<file path="config.mk">
export PLATFORM = sky130hd
export DESIGN_NAME = processor
export DESIGN_NICKNAME = d
export VERILOG_FILES = /design/src/rtl/processor_pkg.sv /design/src/rtl/processor_register_file.sv /design/src/rtl/processor.sv
export SDC_FILE = /design/constraint.sdc
export NUM_CORES = 2
export LEC_CHECK = 0
export CORE_ASPECT_RATIO = 0.8
export CORE_MARGIN = 1
export CORE_UTILIZATION = 37
export CTS_CLUSTER_SIZE = 8
export DETAILED_ROUTE_END_ITERATION = 7
export GPL_TIMING_DRIVEN = 0
export HOLD_SLACK_MARGIN = 0.02
export PLACE_DENSITY = 0.55
export SYNTH_ARGS = -nofsm -noshare
export SYNTH_HDL_FRONTEND = slang
export SYNTH_SLANG_ARGS = --single-unit
</file>
<file path="constraint.sdc">
create_clock -name clk -period 8.35 [get_ports clk]
set_input_delay 0.835 -clock clk [delete_from_list [all_inputs] [get_ports clk]]
set_output_delay 0.835 -clock clk [all_outputs]
set_load 0.02 [all_outputs]
</file>
<file path="src/rtl/processor_pkg.sv">
// Shared opcodes, control types, helper functions and boot program for the single-cycle RV32I core.
package processor_pkg;

  localparam int unsigned XLEN     = 32;
  localparam int unsigned NUM_REGS = 32;
  localparam int unsigned REG_AW   = 5;

  localparam logic [6:0] OP_R   = 7'b0110011;
  localparam logic [6:0] OP_I   = 7'b0010011;
  localparam logic [6:0] OP_LW  = 7'b0000011;
  localparam logic [6:0] OP_SW  = 7'b0100011;
  localparam logic [6:0] OP_BEQ = 7'b1100011;
  localparam logic [6:0] OP_JAL = 7'b1101111;

  localparam logic [2:0] F3_ADD = 3'b000;
  localparam logic [2:0] F3_SLT = 3'b010;
  localparam logic [2:0] F3_OR  = 3'b110;
  localparam logic [2:0] F3_AND = 3'b111;
  localparam logic [2:0] F3_LSW = 3'b010;
  localparam logic [2:0] F3_BEQ = 3'b000;

  typedef enum logic [2:0] {
    ALU_ADD,
    ALU_SUB,
    ALU_AND,
    ALU_OR,
    ALU_SLT
  } alu_op_e;

  typedef enum logic [1:0] {
    IMM_I,
    IMM_S,
    IMM_B,
    IMM_J
  } imm_sel_e;

  typedef enum logic [1:0] {
    WB_ALU,
    WB_MEM,
    WB_PC4
  } wb_sel_e;

  typedef struct packed {
    logic     reg_write;
    logic     alu_src;
    logic     mem_write;
    logic     branch;
    logic     jump;
    wb_sel_e  wb_sel;
    imm_sel_e imm_sel;
    alu_op_e  alu_op;
  } ctrl_t;

  localparam ctrl_t CTRL_NOP = '{
    reg_write: 1'b0,
    alu_src:   1'b0,
    mem_write: 1'b0,
    branch:    1'b0,
    jump:      1'b0,
    wb_sel:    WB_ALU,
    imm_sel:   IMM_I,
    alu_op:    ALU_ADD
  };

  // Boot program, word 0 in the least significant bits; ends in a beq self-loop.
  localparam int unsigned BOOT_WORDS = 6;
  localparam logic [BOOT_WORDS*32-1:0] BOOT_PROGRAM = {
    32'h00000063,
    32'h00002203,
    32'h00302023,
    32'h002101B3,
    32'h00108113,
    32'h00100093
  };

  // Sign-extended immediate; opcode bits never contribute, so only [31:7] is taken.
  function automatic logic [XLEN-1:0] imm_gen(input logic [31:7] ins, input imm_sel_e sel);
    logic [XLEN-1:0] imm;
    case (sel)
      IMM_I:   imm = {{20{ins[31]}}, ins[31:20]};
      IMM_S:   imm = {{20{ins[31]}}, ins[31:25], ins[11:7]};
      IMM_B:   imm = {{20{ins[31]}}, ins[7], ins[30:25], ins[11:8], 1'b0};
      IMM_J:   imm = {{12{ins[31]}}, ins[19:12], ins[20], ins[30:21], 1'b0};
      default: imm = '0;
    endcase
    return imm;
  endfunction

  function automatic logic [XLEN-1:0] alu_eval(input alu_op_e op,
                                               input logic [XLEN-1:0] a,
                                               input logic [XLEN-1:0] b);
    logic [XLEN-1:0] r;
    case (op)
      ALU_ADD: r = a + b;
      ALU_SUB: r = a - b;
      ALU_AND: r = a & b;
      ALU_OR:  r = a | b;
      ALU_SLT: r = XLEN'($signed(a) < $signed(b));
      default: r = '0;
    endcase
    return r;
  endfunction

endpackage

</file>
<file path="src/rtl/processor_register_file.sv">
// 32 x 32-bit register file: two combinational read ports, one clocked write port, x0 hard-wired to zero.
module processor_register_file
  import processor_pkg::*;
(
  input  logic              clk_i,
  input  logic              rst_i,
  input  logic              we_i,
  input  logic [REG_AW-1:0] ra1_i,
  input  logic [REG_AW-1:0] ra2_i,
  input  logic [REG_AW-1:0] wa_i,
  input  logic [XLEN-1:0]   wd_i,
  output logic [XLEN-1:0]   rd1_o,
  output logic [XLEN-1:0]   rd2_o
);

  logic [XLEN-1:0] registerFile [NUM_REGS];

  always_ff @(posedge clk_i or posedge rst_i) begin
    if (rst_i) begin
      for (int unsigned i = 0; i < NUM_REGS; i++) begin
        registerFile[i] <= '0;
      end
    end else if (we_i && (wa_i != '0)) begin
      registerFile[wa_i] <= wd_i;
    end
  end

  assign rd1_o = (ra1_i == '0) ? '0 : registerFile[ra1_i];
  assign rd2_o = (ra2_i == '0) ? '0 : registerFile[ra2_i];

endmodule

</file>
<file path="src/rtl/processor.sv">
// Single-cycle RV32I-subset core: ROM fetch, decode, ALU, register file and data RAM all settle within one clock.
module processor
  import processor_pkg::*;
#(
  parameter int unsigned              IMEM_WORDS = 64,
  parameter int unsigned              DMEM_WORDS = 64,
  parameter logic [IMEM_WORDS*32-1:0] PROGRAM    = (IMEM_WORDS*32)'(BOOT_PROGRAM)
) (
  input  logic        clk,
  input  logic        reset,
  output logic        Zero,
  output logic [31:0] PC,
  output logic [31:0] WriteData,
  output logic [31:0] ReadData,
  output logic [31:0] ALUResult
);

  localparam int unsigned IAW = $clog2(IMEM_WORDS);
  localparam int unsigned DAW = $clog2(DMEM_WORDS);

  logic [XLEN-1:0]   pc_q;
  logic [XLEN-1:0]   pc_d;
  logic [XLEN-1:0]   pc_plus4;
  logic [XLEN-1:0]   pc_target;
  logic [31:0]       imem [IMEM_WORDS];
  logic [31:0]       instr;
  logic [6:0]        opcode;
  logic [2:0]        funct3;
  logic              funct7_b5;
  logic [REG_AW-1:0] rs1_addr;
  logic [REG_AW-1:0] rs2_addr;
  logic [REG_AW-1:0] rd_addr;
  ctrl_t             ctrl;
  logic [XLEN-1:0]   imm;
  logic [XLEN-1:0]   rs1_data;
  logic [XLEN-1:0]   rs2_data;
  logic [XLEN-1:0]   alu_b;
  logic [XLEN-1:0]   alu_res;
  logic [XLEN-1:0]   wb_data;
  logic [XLEN-1:0]   rd_data;
  logic [DAW-1:0]    dmem_idx;

  // Data RAM powers up zeroed and is deliberately left untouched by reset.
  logic [XLEN-1:0]   data_mem [DMEM_WORDS] = '{default: '0};

  for (genvar w = 0; w < IMEM_WORDS; w++) begin : g_rom
    assign imem[w] = PROGRAM[w*32 +: 32];
  end

  assign instr     = imem[pc_q[IAW+1:2]];
  assign opcode    = instr[6:0];
  assign rd_addr   = instr[11:7];
  assign funct3    = instr[14:12];
  assign rs1_addr  = instr[19:15];
  assign rs2_addr  = instr[24:20];
  assign funct7_b5 = instr[30];

  // Main decoder; anything unrecognised falls through as a NOP.
  always_comb begin
    ctrl = CTRL_NOP;
    case (opcode)
      OP_R: begin
        ctrl.reg_write = 1'b1;
        case (funct3)
          F3_ADD:  ctrl.alu_op = funct7_b5 ? ALU_SUB : ALU_ADD;
          F3_AND:  ctrl.alu_op = ALU_AND;
          F3_OR:   ctrl.alu_op = ALU_OR;
          F3_SLT:  ctrl.alu_op = ALU_SLT;
          default: ctrl.reg_write = 1'b0;
        endcase
      end
      OP_I: begin
        ctrl.reg_write = 1'b1;
        ctrl.alu_src   = 1'b1;
        ctrl.imm_sel   = IMM_I;
        case (funct3)
          F3_ADD:  ctrl.alu_op = ALU_ADD;
          F3_AND:  ctrl.alu_op = ALU_AND;
          F3_OR:   ctrl.alu_op = ALU_OR;
          F3_SLT:  ctrl.alu_op = ALU_SLT;
          default: ctrl.reg_write = 1'b0;
        endcase
      end
      OP_LW: begin
        if (funct3 == F3_LSW) begin
          ctrl.reg_write = 1'b1;
          ctrl.alu_src   = 1'b1;
          ctrl.imm_sel   = IMM_I;
          ctrl.wb_sel    = WB_MEM;
        end
      end
      OP_SW: begin
        if (funct3 == F3_LSW) begin
          ctrl.mem_write = 1'b1;
          ctrl.alu_src   = 1'b1;
          ctrl.imm_sel   = IMM_S;
        end
      end
      OP_BEQ: begin
        if (funct3 == F3_BEQ) begin
          ctrl.branch  = 1'b1;
          ctrl.alu_op  = ALU_SUB;
          ctrl.imm_sel = IMM_B;
        end
      end
      OP_JAL: begin
        ctrl.reg_write = 1'b1;
        ctrl.jump      = 1'b1;
        ctrl.wb_sel    = WB_PC4;
        ctrl.imm_sel   = IMM_J;
      end
      default: ctrl = CTRL_NOP;
    endcase
  end

  assign imm     = imm_gen(instr[31:7], ctrl.imm_sel);
  assign alu_b   = ctrl.alu_src ? imm : rs2_data;
  assign alu_res = alu_eval(ctrl.alu_op, rs1_data, alu_b);

  processor_register_file register (
    .clk_i (clk),
    .rst_i (reset),
    .we_i  (ctrl.reg_write),
    .ra1_i (rs1_addr),
    .ra2_i (rs2_addr),
    .wa_i  (rd_addr),
    .wd_i  (wb_data),
    .rd1_o (rs1_data),
    .rd2_o (rs2_data)
  );

  // Word-addressed RAM; byte offset bits are ignored and the index wraps.
  assign dmem_idx = alu_res[DAW+1:2];
  assign rd_data  = data_mem[dmem_idx];

  always_ff @(posedge clk) begin
    if (ctrl.mem_write) begin
      data_mem[dmem_idx] <= rs2_data;
    end
  end

  always_comb begin
    case (ctrl.wb_sel)
      WB_MEM:  wb_data = rd_data;
      WB_PC4:  wb_data = pc_plus4;
      default: wb_data = alu_res;
    endcase
  end

  // Branch decision reuses the subtract result's zero flag.
  always_comb begin
    pc_plus4  = pc_q + 32'd4;
    pc_target = pc_q + imm;
    pc_d      = pc_plus4;
    if (ctrl.jump || (ctrl.branch && Zero)) begin
      pc_d = pc_target;
    end
  end

  always_ff @(posedge clk or posedge reset) begin
    if (reset) begin
      pc_q <= '0;
    end else begin
      pc_q <= pc_d;
    end
  end

  assign Zero      = (alu_res == '0);
  assign PC        = pc_q;
  assign WriteData = rs2_data;
  assign ReadData  = rd_data;
  assign ALUResult = alu_res;

endmodule

</file>
==> implementation parameters <==
Parameter                              Value

Worst setup path
  Biggest cell delay along the critical path    1100 ps
  Start point of the critical path    PC[3]$_DFF_PP0_
  Critical Setup Path Class    flip-flop to primary output
  Endpoint of the lowest-slack register-to-register path    register.registerFile[902]$_DFFE_PP0P_
  Required time of the critical path    7520 ps
  Worst reg2reg path depth    23
  Maximum fanout encountered on the critical timing path    10
  Slowest-stage cell, CP    sky130_fd_sc_hd__a222oi_1
  Crit path max-delay family    compound AO/OA/AOI/OAI gates
  Worst Path Buf+Inv    13
  Most repeated library cell on the critical path    sky130_fd_sc_hd__buf_6
  Crit path DAT    7620 ps
  Register-to-register setup slack    about 650 ps
  Kind of end point of the critical path    primary output
  Start of the worst register-to-register path    PC[3]$_DFF_PP0_
  Startpoint type of the worst setup path    flip-flop

Floorplanning
  Total I/O pin count    131
  Width of the chip    557 µm
  Std-Cell Core Area    0.244 mm²
  Initial cell density of the core    between 30% and 40%
  Overall die area    0.248 mm²
  Vert. Die Dim    around 450 µm
  Number of core rows    162

Detailed routing
  Total via count in the routed design    73,600
  Iter 0 DRT Violations    14,900
  Routed Antenna Nets    0
  Wire length per cell after detailed routing    40.8 µm
  Via density per instance    6.65
  Detailed Routing Iterations Pass 1    8
  DRC violations left    16
  Overall routed net length    451 mm

Clock tree
  Number of clock sinks    about 2,200
  CTS tree    yes
  Clock root buffer    sky130_fd_sc_hd__clkbuf_16
  Number of buffers created by CTS    314
  Source-to-sink clock delay at the later pin of the worst-skew pair    just over 900 ps
  Worst-case clock buffer depth    4
  Htree depth    5
  Clock transition time at the flip-flop clock pins of the worst setup and hold paths    approximately 70 ps
  Number of buffers inserted by hold repair at cts    0

Power
  Power per cell area    300 mW/mm²
  Clk pwr share    33.1%
  Sw Ratio    a little over a third
  Internal power component    22,000 µW
  Maximum ir drop on the vdd rail    186 µV
  Fraction of power consumed by combinational cells    between 30% and 40%
  Part of the total power dissipated in sequential elements    a little over a third
  Static power due to leakage    around 0.042 µW
  Power spent charging and discharging nets    12,500 µW

Run status
  Failing checks    design-rule violations, negative setup slack
  Result of the run    complete, but fails checks

Placement
  Final HPWL from detailed placement    311 mm
  Weighted congestion reported at the end of routability-driven placement    0.974
  Count of port buffers added during placement    130
  Placed Area    0.101 mm²
  Pre-CTS setup slack    -5400 ps

Cells and area
  Final core utilization    47.0%
  Fraction of final layout cells with drive strength greater than 1    about a fifth
  Area added between synthesis and finish    26.0%
  Area of all placed cells without fillers    around 0.11 mm²
  Layout Nets    7,785

Run
  Max-cap check violation count    0

Synth
  Number of register bits inferred by synthesis    2,176
  Unique cell type count in the Yosys netlist    94
  Count of synthesis-stage warnings from yosys    0
  Register area share after synthesis    71.1%
  Top cell type by total area after synthesis    sky130_fd_sc_hd__edfxtp_1
  Main area contributors after synthesis    sky130_fd_sc_hd__edfxtp_1 (68%), sky130_fd_sc_hd__nand2_1 (5.6%), sky130_fd_sc_hd__dfrtp_1 (3.5%), sky130_fd_sc_hd__nand3_1 (2.8%), sky130_fd_sc_hd__a21oi_1 (1.9%)
  Mean cell area of the mapped netlist    ~13 µm²
  Top-area cell type share of the netlist area    67.5%
  Summed instance area of the synthesized netlist    just over 0.09 mm²
  Synthesized instance count    6,941
  Count of flip-flops with a built-in enable after synthesis    just over 2,000
  Share of synthesized flip-flops with an asynchronous set or reset    5.88%
  Most used flip-flop cell after synthesis    sky130_fd_sc_hd__edfxtp_1

Global routing
  First-pass GRT wire length    593 mm
  GRT Resource Usage Total    35.6%
  Number of antenna violations at the first check in global routing    53
  Pin count of the biggest net entering global routing    73
  Vias in the first global route    66,400
  GR Overflow Total    0

Timing
  Maximum clock skew at final layout    95.4 ps
  Worst slew margin relative to its limit    under 10%
  Number of max-slew violations in the final report    0
  Fmax achieved    118 MHz
  Endpoints failing hold    0
  Number of endpoints failing setup at the final stage    11
  Fin Setup TNS    -593 ps
  RSZ-0062 raised after global routing    yes
  Worst-margin pin slew    1400 ps
  Final Worst Setup Slack    -110 ps
  Tmin final    8460 ps
  Final worst-path cycle share    101%

Min path
  Hold Path Class    input port to async pin
-- repair_timing --
| item | in CTS | in global routing |
|---|---|---|
| pin swaps | 72 | 33 |
| gates resized for setup | 1154 | 144 |
| cloned | 7 | 0 |
| endpoints found under the setup margin | 2235 | 37 |
| buffers inserted | 73 | 38 |
-- worst max path at each step --
stage               slack, ps  cells after the start                        end
detailed placement      -5400                     31               ReadData[25]
CTS                       -20                     26                       Zero
global placement        -9720                     20  data_mem[37][4]$_DFFE_PP_
finish                   -110                     29               ReadData[15]
floorplan                  20                     21   data_mem[0][0]$_DFFE_PP_
global route              -80                     32               ReadData[15]
-- layout make-up --
cell class / instances / area (µm²)
inverter: 86 / 368
multi-input combinational: 4222 / 27000
clock inverter: 17 / 223
fill: 21400 / 129000
antenna: 34 / 85.1
buffer: 459 / 3870
timing repair buffer: 444 / 6290
clock buffer: 342 / 8070
sequential: 2176 / 64700
tap: 3280 / 4100
-- power by group through the flow --
stage | clock network [µW] | registers, µW | logic (µW)
after floorplan | 0 | 12600 | 3970
after global placement | 0 | 12600 | 8360
after detailed placement | 0 | 12600 | 8690
after CTS | 11300 | 12400 | 9860
after global routing | 11800 | 12400 | 10700
final | 11400 | 12400 | 10700
-- Yosys cell counts (all sizes together), types with 12 or more instances --
cell type  count
xnor2         33
o211ai        28
nand3        501
o21a          16
o22ai         35
inv           86
dfrtp        128
nor2         331
a31oi        121
clkbuf       260
o2bb2ai       12
a211oi       101
o21bai        12
a21o          18
a221o         20
and3          86
nor2b         17
nand2       1356
edfxtp      2048
mux2i         84
a21oi        348
a311oi       113
a22oi        187
mux4          15
nand2b        14
a222oi        24
o21ai        162
ha            77
and2          14
a22o          57
buf          208
nor3          48
o31ai         45
a221oi        84
mux2          76
nand4         23
-- cells by family after synthesis --
group / count (synthesis) / synth area share, %
simple gates: 2441 / 11.5
flops: 2176 / 71.1
compound gates: 1474 / 11.2
buf+inv: 554 / 2.52
mux: 175 / 2.24
fa+ha+maj: 80 / 1.12
xor+xnor: 40 / 0.385
other cells: 1 / 0.00412
-- per-stage QoR --
stage / std cells / power [µW] / hold slack, ps
CTS: 11000 / 33500 / 427
global placement: 10400 / 21000 / 464
detailed placement: 10600 / 21300 / 488
floorplan: 6945 / 16500 / 464
global route: 11000 / 34800 / 483
finish: 11100 / 34500 / 427
-- flip-flops by register name (all words and copies together) (netlist names) --
name / cells
data_mem: 2048
register.registerFile: 96
PC: 32
-- worst reg2reg max path: stages, from the launching register on --
cell                       delay, ps
sky130_fd_sc_hd__dfrtp_2         380
sky130_fd_sc_hd__buf_8           140
sky130_fd_sc_hd__inv_6            60
sky130_fd_sc_hd__buf_12          140
sky130_fd_sc_hd__ha_4            180
sky130_fd_sc_hd__buf_4           160
sky130_fd_sc_hd__nor2b_1         130
sky130_fd_sc_hd__clkbuf_1        250
sky130_fd_sc_hd__clkbuf_4        310
sky130_fd_sc_hd__a22oi_1         130
sky130_fd_sc_hd__nor2_2          310
sky130_fd_sc_hd__ha_1            380
sky130_fd_sc_hd__a21o_1          210
sky130_fd_sc_hd__a31o_2          240
sky130_fd_sc_hd__or2_2           350
sky130_fd_sc_hd__a221o_1         340
sky130_fd_sc_hd__nand2_4         320
sky130_fd_sc_hd__clkbuf_2        560
sky130_fd_sc_hd__clkbuf_4        570
sky130_fd_sc_hd__a21oi_1         160
sky130_fd_sc_hd__o31ai_2         430
sky130_fd_sc_hd__o21ai_1         380
sky130_fd_sc_hd__a211oi_1       1230
sky130_fd_sc_hd__a21oi_1         170
-- layer usage --
metal	share of wire (%)	GRT usage, %
met1	36	46.7
met3	18	17.2
met4	6.9	18.2
met2	39	47.8
met5	0.39	4.13
-- cell usage in the layout, fill, tap and decap left out, types with 40 or more instances in the layout --
cell type / n
sky130_fd_sc_hd__buf_12: 177
sky130_fd_sc_hd__edfxtp_1: 2048
sky130_fd_sc_hd__a22o_1: 55
sky130_fd_sc_hd__inv_1: 76
sky130_fd_sc_hd__clkbuf_16: 326
sky130_fd_sc_hd__a211oi_1: 91
sky130_fd_sc_hd__mux2i_1: 82
sky130_fd_sc_hd__a21oi_1: 330
sky130_fd_sc_hd__a311oi_2: 40
sky130_fd_sc_hd__nand3_1: 493
sky130_fd_sc_hd__clkdlybuf4s50_1: 105
sky130_fd_sc_hd__buf_4: 180
sky130_fd_sc_hd__dfrtp_1: 126
sky130_fd_sc_hd__nor2_4: 108
sky130_fd_sc_hd__mux2_2: 61
sky130_fd_sc_hd__clkbuf_2: 63
sky130_fd_sc_hd__o21ai_1: 77
sky130_fd_sc_hd__nand2_1: 1337
sky130_fd_sc_hd__a22oi_1: 184
sky130_fd_sc_hd__nor2_1: 211
sky130_fd_sc_hd__and3_1: 86
sky130_fd_sc_hd__clkbuf_4: 66
sky130_fd_sc_hd__buf_6: 81
sky130_fd_sc_hd__ha_1: 68
sky130_fd_sc_hd__a311oi_1: 54
sky130_fd_sc_hd__clkbuf_1: 91
sky130_fd_sc_hd__a221oi_1: 58
sky130_fd_sc_hd__a31oi_1: 102
sky130_fd_sc_hd__o21ai_0: 71
Note: power is estimated with default switching activity, not from simulation.
